<file path="src/rtl/fp_fma_arbiter.sv">
// fp_fma_arbiter: shares one fused multiply-add pipeline between NUM_REQ requesters.
// Build option FP_FMA_ARB_FIXED_PRIO_EN selects strict lowest-index priority instead of round-robin.
module fp_fma_arbiter #(
  parameter int NUM_REQ     = 4,
  parameter int FMA_LATENCY = 4
) (
  input  logic                   clk,
  input  logic                   rst,
  input  logic [NUM_REQ-1:0]     req_valid,
  output logic [NUM_REQ-1:0]     req_ready,
  input  logic [NUM_REQ*32-1:0]  req_in1,
  input  logic [NUM_REQ*32-1:0]  req_in2,
  input  logic [NUM_REQ*32-1:0]  req_in3,
  input  logic [NUM_REQ*3-1:0]   req_rm,
  output logic                   fma_valid_in,
  output logic [31:0]            fma_in1,
  output logic [31:0]            fma_in2,
  output logic [31:0]            fma_in3,
  output logic [2:0]             fma_rm,
  input  logic [31:0]            fma_out,
  input  logic [3:0]             fma_flags,
  input  logic                   fma_valid_out,
  output logic [NUM_REQ-1:0]     resp_valid,
  output logic [31:0]            resp_data,
  output logic [3:0]             resp_flags,
  output logic                   seq_error
);
  localparam int IDW = $clog2(NUM_REQ);
  localparam int FLW = $clog2(FMA_LATENCY + 1);

  logic [IDW-1:0]         last_grant_q, last_grant_d;
  logic [IDW-1:0]         grant_id, cand;
  logic                   grant_found;
  logic [31:0]            sel_in1, sel_in2, sel_in3;
  logic [2:0]             sel_rm;
  logic                   fma_valid_q;
  logic [31:0]            in1_q, in2_q, in3_q;
  logic [2:0]             rm_q;
  logic [IDW-1:0]         id_q;
  logic [FMA_LATENCY-1:0] tag_v_q;
  logic [IDW-1:0]         tag_id_q [FMA_LATENCY];
  logic [NUM_REQ-1:0]     resp_valid_q;
  logic [31:0]            resp_data_q;
  logic [3:0]             resp_flags_q;
  logic                   seq_error_q;
  logic [FLW-1:0]         flush_q;
  logic                   head_v, late_result;
  logic [IDW-1:0]         head_id;

  // Handshake: a transfer happens on any cycle where req_valid[i] && req_ready[i];
  // req_ready is a combinational grant, so a requester must hold valid and operands until it sees ready.
  always_comb begin
    grant_found = 1'b0;
    grant_id    = '0;
    cand        = '0;
    for (int k = 0; k < NUM_REQ; k++) begin
`ifdef FP_FMA_ARB_FIXED_PRIO_EN
      cand = IDW'(k);
`else
      cand = IDW'((int'(last_grant_q) + 1 + k) % NUM_REQ);
`endif
      if (!grant_found && req_valid[cand]) begin
        grant_found = 1'b1;
        grant_id    = cand;
      end
    end
    if (rst) grant_found = 1'b0;
    req_ready = '0;
    if (grant_found) req_ready[grant_id] = 1'b1;
  end

  always_comb begin
    sel_in1 = '0;
    sel_in2 = '0;
    sel_in3 = '0;
    sel_rm  = '0;
    for (int i = 0; i < NUM_REQ; i++) begin
      if (IDW'(i) == grant_id) begin
        sel_in1 = req_in1[i*32 +: 32];
        sel_in2 = req_in2[i*32 +: 32];
        sel_in3 = req_in3[i*32 +: 32];
        sel_rm  = req_rm[i*3 +: 3];
      end
    end
  end

`ifdef FP_FMA_ARB_FIXED_PRIO_EN
  assign last_grant_d = last_grant_q;
`else
  assign last_grant_d = grant_found ? grant_id : last_grant_q;
`endif

  assign head_v  = tag_v_q[FMA_LATENCY-1];
  assign head_id = tag_id_q[FMA_LATENCY-1];
  // Results issued before a reset can still drain out of the FMA for a few cycles; they meet empty tags.
  assign late_result = (flush_q != '0) && fma_valid_out && !head_v;

  always_ff @(posedge clk or posedge rst) begin
    if (rst) begin
      last_grant_q <= IDW'(NUM_REQ - 1);
      fma_valid_q  <= 1'b0;
      in1_q        <= '0;
      in2_q        <= '0;
      in3_q        <= '0;
      rm_q         <= '0;
      id_q         <= '0;
      tag_v_q      <= '0;
      for (int k = 0; k < FMA_LATENCY; k++) tag_id_q[k] <= '0;
      resp_valid_q <= '0;
      resp_data_q  <= '0;
      resp_flags_q <= '0;
      seq_error_q  <= 1'b0;
      flush_q      <= FLW'(FMA_LATENCY);
    end else begin
      last_grant_q <= last_grant_d;
      fma_valid_q  <= grant_found;
      if (grant_found) begin
        in1_q <= sel_in1;
        in2_q <= sel_in2;
        in3_q <= sel_in3;
        rm_q  <= sel_rm;
        id_q  <= grant_id;
      end
      for (int k = FMA_LATENCY - 1; k > 0; k--) begin
        tag_v_q[k]  <= tag_v_q[k-1];
        tag_id_q[k] <= tag_id_q[k-1];
      end
      tag_v_q[0]  <= fma_valid_q;
      tag_id_q[0] <= id_q;
      resp_valid_q <= '0;
      if (fma_valid_out && head_v) begin
        resp_valid_q[head_id] <= 1'b1;
        resp_data_q           <= fma_out;
        resp_flags_q          <= fma_flags;
      end
      if ((fma_valid_out != head_v) && !late_result) seq_error_q <= 1'b1;
      if (flush_q != '0) flush_q <= flush_q - FLW'(1);
    end
  end

  assign fma_valid_in = fma_valid_q;
  assign fma_in1      = in1_q;
  assign fma_in2      = in2_q;
  assign fma_in3      = in3_q;
  assign fma_rm       = rm_q;
  assign resp_valid   = resp_valid_q;
  assign resp_data    = resp_data_q;
  assign resp_flags   = resp_flags_q;
  assign seq_error    = seq_error_q;
endmodule

</file>
<file path="config.mk">
export PLATFORM = sky130hd
export DESIGN_NAME = fp_fma_arbiter
export DESIGN_NICKNAME = d
export VERILOG_FILES = /design/src/rtl/fp_fma_arbiter.sv
export SDC_FILE = /design/constraint.sdc
export NUM_CORES = 1
export LEC_CHECK = 0
export BUFFER_PORTS_ARGS = -buffer_cell sky130_fd_sc_hd__buf_2
export CAP_MARGIN = 15
export CORE_AREA = 2 2 227 229
export DETAILED_ROUTE_END_ITERATION = 10
export DIE_AREA = 0 0 229 231
export HOLD_SLACK_MARGIN = 0.05
export REMOVE_ABC_BUFFERS = 1
export SYNTH_ARGS = -nofsm -noshare
export SYNTH_HDL_FRONTEND = slang
export SYNTH_SLANG_ARGS = --single-unit
</file>
<file path="constraint.sdc">
create_clock -name clk -period 5.6 [get_ports clk]
set_input_delay 0 -clock clk [delete_from_list [all_inputs] [get_ports clk]]
set_output_delay 0 -clock clk [all_outputs]
set_load 0.05 [all_outputs]
</file>
=== After elaboration in Yosys (flattened, before gate mapping) ===
Index checks and enable logic that the tools add are counted.
Widths: inputs -> output; s select.

* Memories kept: 0
* Register bits after elaboration: 160
* Input bits: 439
* Bits in writable memories: 0
* Latch bits: 0
* Output and inout bits: 145
* Bits in read-only memories: 0

* Add/sub/neg operators: 5
* Multiplexer cells: 39
* Bitwise operators: 0
* Magnitude comparators: 8
* Divide/modulo/power cells: 0
* Eq/ne operators: 4
* Multipliers: 0
* Reduce and logical (&&, ||, !) cells: 16
* Shift-type cells: 0

{| class="wikitable"
|+ Operators with widths
! operator !! count
|-
| $mux 32 || 12
|-
| $lt 2x3->1 const B || 6
|-
| $mux 3 || 4
|-
| $mux 1 || 11
|-
| $logic_and 1x1->1 || 9
|-
| $bmux 1 s2 || 4
|-
| $mux 2 || 4
|-
| $mux 4 || 2
|-
| $add 2x2->2 const B || 3
|-
| $logic_not 1->1 || 5
|-
| $demux 1 s2 || 2
|-
| $eq 2x2->1 const A || 2
|-
| $ge 2x1->1 const B || 2
|-
| $reduce_bool 3->1 || 1
|-
| $sub 3x1->3 const B || 1
|-
| $add 2x1->2 const B || 1
|-
| $eq 1x2->1 const A || 1
|-
| $logic_not 2->1 || 1
|-
| $ne 1x1->1 || 1
|}

=== Longest topological paths before layout ===
Gate-level depths: netlist of the first run.

* Depth after elaboration: 18
* Depth in mapped cells: 8

=== Worst setup path before layout of the first run ===
Ideal clock, no wire load.

* Path type: input port to output port
* From: input port rst
* To: output port req_ready[2]
* Cell stages on the path: 6
* Required time: 5600 ps
* Data arrival time: 5088 ps
* Path buffers: 2
* Slack: 512 ps
* Path through: inv_1 -> nand2_1 -> or2_1 -> buf_6 -> clkbuf_1 -> nor2_1

* Word-level cells in the longest chain between the ends: 2

{| class="wikitable"
|+ RTL lines
! what !! RTL line !! text
|-
| start, declared || 8 || <nowiki>input logic rst,</nowiki>
|-
| $mux 1 || 67 || <nowiki>if (rst) grant_found = 1'b0;</nowiki>
|-
| $mux 4 || 69 || <nowiki>if (grant_found) req_ready[grant_id] = 1'b1;</nowiki>
|-
| end, declared || 10 || <nowiki>output logic [NUM_REQ-1:0] req_ready,</nowiki>
|}

Every way passes these cells.

=== Worst setup path after layout of the first run ===
* From: input port rst
* To: register in1_q[13], in the netlist fma_in1[13]

* Word-level cells in the longest chain between the ends: 1

{| class="wikitable"
|+ RTL lines
! what !! RTL line !! text
|-
| $mux 1 || 67 ||
|-
| named net grant_found || 33 || <nowiki>logic grant_found;</nowiki>
|-
| end signal, assigned || 118 || <nowiki>in1_q <= sel_in1;</nowiki>
|-
| end, declared || 37 || <nowiki>logic [31:0] in1_q, in2_q, in3_q;</nowiki>
|}

The timed path passes the listed nets, and every way through them passes these cells.
A chain may end at the register's enable or synchronous reset.

==> results of run 1 <==
## area by class of cell
| type | count | area share |
|---|---|---|
| inverters | 5 | 0.001465 |
| clock inverters | 12 | 0.007789 |
| diodes | 3 | 0.0004627 |
| repair buffers | 930 | 0.3939 |
| clock buffers | 20 | 0.02691 |
| well taps | 680 | 0.05244 |
| flip-flops and latches | 160 | 0.2470 |
| multi-input cells | 479 | 0.2700 |
## worst paths after layout
path                                   end  slack (ns)  cells after the start
max in group asynchronous       fma_in1[6]        3.33                      6
hold / removal             last_grant_q[0]        0.19                      5
setup / recovery               fma_in1[13]        1.60                     10
hold reg to reg                 head_id[1]        0.35                      0
setup reg to reg                fma_in2[6]        1.97                      8
min in group asynchronous      fma_in2[19]        0.69                      4
## metal layers
layer  vias up  share of wire  global-route usage
met1      4623           0.36              0.1371
met2       463           0.52              0.2520
li1       4428              -                   -
met4         6          0.045             0.08482
met5         -         0.0011                   0
met3        82          0.073             0.04064
## where the power goes
| group | total, mW | internal, mW | leakage (nW) | switching [mW] |
|---|---|---|---|---|
| Clock | 1.16 | 0.621 | 0.255 | 0.542 |
| Sequential | 1.58 | 1.42 | 1.94 | 0.157 |
| Combinational | 2.86 | 1.15 | 5.76 | 1.71 |
## cells by family (layout without fill, tap and decap cells)
logic type               Yosys count  after routing  share of synthesized area
AND/OR/NAND/NOR                  131            131                    0.05893
adder cells (fa/ha/maj)            3              3                   0.004250
AO/OA/AOI/OAI                    108            108                     0.1555
XOR/XNOR                           1              1                  0.0009917
multiplexers                     236            236                     0.2727
flip-flops                       160            160                     0.4537
other                              0              3                          0
buffers and inverters             65            967                    0.05397
## state kept, by name, indices dropped and copies added (netlist names)
name,cells
fma_in1,32
fma_in3,32
fma_in2,32
seq_error,1
fma_valid_in,1
resp_valid,4
id_q,2
resp_flags,4
tag_id_q,6
flush_q,3
resp_data,32
tag_v_q,4
head_id,2
fma_rm,3
last_grant_q,2
## cells in the mapped netlist, drive strengths merged
| master | count |
|---|---|
| o21ai | 1 |
| nand3b | 2 |
| a21oi | 4 |
| or2 | 1 |
| xnor2 | 1 |
| ha | 3 |
| nor2b | 1 |
| a311o | 1 |
| and3 | 1 |
| clkbuf | 17 |
| nand2b | 3 |
| nor2 | 12 |
| nand2 | 110 |
| mux2 | 37 |
| dfstp | 3 |
| nor3b | 1 |
| dfrtp | 157 |
| o221ai | 100 |
| inv | 5 |
| buf | 43 |
| a21o | 1 |
| o221a | 1 |
| mux2i | 199 |
## metrics by stage
step	std cells	power [mW]	hold slack, ns	utilization	setup slack (ns)
6_report	2289	5.603	0.1923	0.3201	1.596
5_1_grt	2288	5.884	0.2159	0.3201	1.344
4_1_cts	2286	5.626	0.1577	0.3200	1.671
3_5_place_dp	1917	3.914	0.01432	0.2423	2.699
3_3_place_gp	1917	3.885	0.009640	0.2423	2.791
2_1_floorplan	644	3.513	0.1518	-	-5.320
## worst max-delay path, stage by stage
cell,delay (ns)
dlygate4sd3_1,0.52
buf_2,0.10
dlygate4sd3_1,0.64
inv_6,0.16
nand2_4,0.42
inv_1,0.25
nand2_4,0.62
buf_4,0.65
o221ai_1,0.23
dlygate4sd3_1,0.60
==> results by group, run 1 <==
Global route
  • Vias in the first global route: 10530
  • Total gr overflow: 0
  • Global-route wire length before repair: 56240 um
  • Initial antenna violation count: 6
  • All-layer global routing usage: 0.1378
  • Largest net degree at the start of global routing: 126

CTS
  • H-tree lvl count: 4
  • Clock sink count: 160
  • Clk_lat worst skew: 0.47 ns
  • Hold-fix buffers, CTS: roughly 340
  • Num CTS Buffers: 17
  • CTS tree: built
  • CTS Buffer Depth: 2
  • Root buffer cell: clkbuf_16
  • Worst-path clk slew: 0.07 ns
  • Post-CTS sizing: 0
  • Setup Fix Bufs, Post-CTS: 0

Finish
  • Area of the multi-input gates: 0.004380 mm^2
  • Most frequent cells in the layout: buf_2, dlygate4sd3_1, mux2i_1
  • Register cell area after layout: 0.004008 mm^2
  • Layout cells sized above 1: 0.4608
  • Nets: 2035
  • FILL cells: 5083
  • Design area: about 0.016 mm^2
  • Layout area overhead: 83.67%
  • Most common cell after layout, fill and taps aside: buf_2

Worst setup path
  • CP Data Required Time: 5.95 ns
  • Critical Path Start: rst
  • Crit end category: register
  • Worst-path fanout max: just under 50
  • Crit path arrival time: 4.35 ns
  • Setup CP Type: in -> reg
  • Crit path launch type: input pin
  • Worst reg2reg path startpoint: last_grant_q[1]

Timing
  • Final Max Slew Viols: 0
  • Fin. Hold Viols: 0
  • Max Clk Rate: 249.8 MHz
  • Tmin final: 4.004 ns
  • Relative slew slack: 0.3131
  • Setup TNS Final: 0 ns
  • RSZ-0062 raised after global routing: false
  • Final period util: 0.7149
  • Final setup viols: 0
  • Clk_skew: 0.006691 ns
  • Worst-margin pin slew: about 1 ns

Hold path
  • Hold wc startpoint: req_valid[2]
  • HP Class: in -> reg

Pwr
  • VDD IR max: 0.2123 mV
  • Total leakage power: 7.955 nW
  • Power Dens Cells: 345.4 mW/mm^2

Placement
  • GP Congestion: between 0.8 and 0.9
  • HPWL Detailed: 25110 um
  • Placed Area: ~0.012 mm^2
  • Buffers on Ports: 583

Route
  • DRT Wirelength: 36600 um
  • Antenna-violating nets left: 0
  • Number of remaining DRC errors: 0
  • Vias: 9602
  • Via density: 4.195
  • Total iterations of the first detailed-routing run: 4
  • Initial DRC count: 334
  • Wire length per cell: 15.99 um

Synthesis
  • Yosys warns: 0
  • Distinct cell type count after synthesis: 29
  • Yosys top cell by area: dfrtp_1
  • Synthesized area: between 0.008 and 0.009 mm^2
  • Sequential area share after synthesis: 0.4537
  • Post-Syn Instances: 704
  • Syn avg cell area: 12.55 um^2
  • Yosys top cell area share: 0.4448
  • Synth top area cells: dfrtp_1, mux2i_1, o221ai_2, mux2_2, nand2_1
  • Seq cells post-synth: 160

Die
  • CORE AREA: 0.05068 mm^2
  • Die width: 229 um
  • Row count: 83
  • Starting Density: 0.1743
  • Die ar.: between 0.05 and 0.06 mm^2
  • I/O Pins: 584
  • Die height: 231 um

Flow run
  • Max-cap viol count: 0

Status
  • Outcome: finished, final reports clean
Power figures use the tool's default switching activity.
==> run 2, diff against run 1 <==
Settings changed: ABC_AREA set to 1, CORE_AREA 2 2 227 229 to 2 2 230 232, DIE_AREA 0 0 229 231 to 0 0 232 234.
Clock period 5.6 ns to 3.5 ns, I/O delays scaled along.
==> run 2 against run 1 <==
  * Final area is 3.5% higher
  * Non-clock buffer count is 18 higher
  * Sequential share of layout area is 0.83 points lower
  * Via count is 38% higher
  * Flip-flop and latch count stayed put
  * First-iteration DRC count grew to 3.0 times the previous value
  * Clock skew is 0.0028 ns higher
  * Count of clock-buffer cells in the layout is 3 lower
  * Global-route usage is 2.7 points higher
  * Largest power group unchanged
==> results by group, run 2 <==
Status
  • Outcome: finished, final reports clean

Hold path
  • HP Class: in -> reg

Placement
  • GP Congestion: 0.8749
  • HPWL Detailed: 29440 um
  • Pre-CTS setup slack: 0.4659 ns
  • Placed Area: 0.01276 mm^2
  • Buffers on Ports: between 500 and 600

Route
  • DRT Wirelength: 48560 um
  • Wire length per cell: approximately 17 um
  • Initial DRC count: 1018
  • Number of remaining DRC errors: 0
  • Vias: 13260
  • Via density: between 4 and 5
  • Total iterations of the first detailed-routing run: 7
  • Antenna-violating nets left: 0

Timing
  • Fin. Hold Viols: 0
  • Minimum hold slack: about 0.28 ns
  • Final period util: 0.9342
  • Final setup margin: 0.2304 ns
  • Relative slew slack: 0.3654
  • Clk_skew: 0.009524 ns
  • Final Max Slew Viols: 0
  • Max Clk Rate: 305.8 MHz
  • Final setup viols: 0
  • Tmin final: between 3 and 4 ns
  • Worst-margin pin slew: 0.9518 ns

Global route
  • Vias in the first global route: 12820
  • Initial antenna violation count: 2
  • Global-route wire length before repair: 68760 um
  • Largest net degree at the start of global routing: 104
  • All-layer global routing usage: 0.1643
  • Total gr overflow: 0

CTS
  • Root buffer cell: clkbuf_16
  • CTS Buffer Depth: 2
  • Clock sink count: 160
  • Clk_lat worst skew: between 0.4 and 0.5 ns
  • H-tree lvl count: 4
  • Num CTS Buffers: 17
  • CTS tree: built
  • Worst-path clk slew: 0.07 ns

Synthesis
  • Commonest cells post-synth: nand2_1, nand3_1, nand4_1, dfrtp_1, clkbuf_1
  • Syn avg cell area: 7.201 um^2
  • Yosys top cell by area: dfrtp_1
  • Distinct cell type count after synthesis: 23
  • Count leader, synth: nand2_1
  • Synth top area cells: dfrtp_1, nand2_1, nand4_1, nand3_1, buf_2
  • Post-Syn Instances: 1284
  • EDFF count, synth: 0
  • Yosys top cell area share: 0.4249
  • FFs w/ async S/R, synth: 1.000
  • Synthesized area: between 0.009 and 0.01 mm^2
  • Yosys warns: 0
  • Sequential area share after synthesis: 0.4334
  • Top FF cell, synth: dfrtp_1
  • Seq cells post-synth: 160

Finish
  • Most common cell after layout, fill and taps aside: buf_2
  • Design area: 0.01679 mm^2
  • Layout area overhead: 81.56%
  • Nets: 2581
  • Most frequent cells in the layout: buf_2, nand2_1, dlygate4sd3_1
  • Ant. Diodes: 0
  • FILL cells: 5454
  • Layout cells sized above 1: 0.3127

Die
  • CORE AREA: 0.05202 mm^2
  • Die ar.: 0.05429 mm^2
  • Die width: 232 um
  • I/O Pins: 584
  • Die height: 234 um
  • Row count: 84
  • Starting Density: 0.1777

Worst setup path
  • CP Data Required Time: 3.90 ns
  • Setup CP Type: reg -> reg
  • CP Cell Sequence: inv_2 -> nand2_1 -> nand2_1 -> nand2_1 -> nand2_1 -> nand4_1 -> buf_4 -> buf_4 -> nand4_1 -> nand4_1 -> dlygate4sd3_1 -> nand2_1 -> nand2_1
  • Crit path launch type: register
  • Crit path arrival time: 3.67 ns
  • CP bufs+invs: 4
  • Max incr delay on CP: 0.66 ns
  • Worst path most repeated cell: nand2_1
  • Slowest CP cell: dfstp_2
  • Worst-path fanout max: 40
  • Worst path top cell family by delay: buffers and inverters
  • Crit end category: register

Flow run
  • Max-cap viol count: 0

Pwr
  • VDD IR max: 0.6024 mV
  • Total leakage power: 8.586 nW
  • Power Dens Cells: around 1100 mW/mm^2
[run 2: cell count changes after synthesis, moves of 9 or more]
| cell | change |
|---|---|
| o221ai_1 | -29 |
| nand2_1 | +449 |
| clkbuf_1 | +32 |
| inv_1 | +9 |
| buf_2 | +28 |
| mux2_2 | -37 |
| mux2i_1 | -199 |
| nand3_1 | +202 |
| o221ai_2 | -71 |
| nand4_1 | +201 |
| buf_6 | +10 |
[run 2: worst reg2reg max path, stage by stage, from the launching register on]
cell	delay [ns]
dfstp_2	0.66
inv_2	0.13
nand2_1	0.10
nand2_1	0.09
nand2_1	0.14
nand2_1	0.13
nand4_1	0.11
buf_4	0.16
buf_4	0.46
nand4_1	0.38
nand4_1	0.15
dlygate4sd3_1	0.56
nand2_1	0.05
nand2_1	0.10
[run 2: metal layers]
layer  track usage  part of all wire  vias up
met1        0.1858              0.38     6124
met3       0.04268             0.087      175
met5             0           0.00056        -
met4        0.1006             0.050        4
li1              -                 -     6098
met2        0.2778              0.48      858
[run 2: cells by family after synthesis]
group | after synthesis | synth area share
simple gates | 980 | 0.4832
flops | 160 | 0.4334
buf+inv | 133 | 0.07375
compound gates | 6 | 0.003653
fa+ha+maj | 3 | 0.004060
xor+xnor | 2 | 0.001895
[run 2: what timing repair did]
item | in CTS | in global routing
setup endpoints to repair | 0 | 55
resized for setup | 0 | 8
hold endpoints to repair | 233 | 0
setup buffers | 0 | 9
hold buffers | 327 | 0
[run 2: power breakdown]
part,internal [mW],switching [mW],total [mW]
registers,2.73,0.479,3.21
clock network,0.999,0.881,1.88
logic,4.56,9.47,14.0
total,8.29,10.8,19.1
[run 2: worst paths after layout]
check,start,to,slack [ns],cells after the start
max,last_grant_q[0],fma_in1[2],0.23,13
min,fma_flags[0],resp_flags[0],0.28,4
max reg2reg,last_grant_q[0],fma_in1[2],0.23,13
min reg2reg,tag_id_q[4],tag_id_q[2],0.34,0
max in group asynchronous,rst,fma_in1[6],1.35,6
min in group asynchronous,rst,resp_data[22],0.61,4
[run 2: through the flow]
stage	utilization	total power, mW	TNS, ns	instances
after CTS	0.3193	18.50	0	2825
after global routing	0.3227	20.50	-0.002271	2840
after floorplan	-	10.97	-609.57	1168
final	0.3227	19.11	0	2840
after global placement	0.2454	15.07	0	2466
after detailed placement	0.2454	15.10	0	2466
[run 2: final cells by class]
type | count | area (um^2) | share of cell area
Multi-Input combinational cell | 995 | 4642 | 0.2765
Tap cell | 688 | 860.8 | 0.05128
Timing Repair Buffer | 948 | 6626 | 0.3947
Inverter | 17 | 75.07 | 0.004472
Sequential cell | 160 | 4008 | 0.2387
Clock buffer | 17 | 425.4 | 0.02534
Clock inverter | 15 | 150.1 | 0.008944
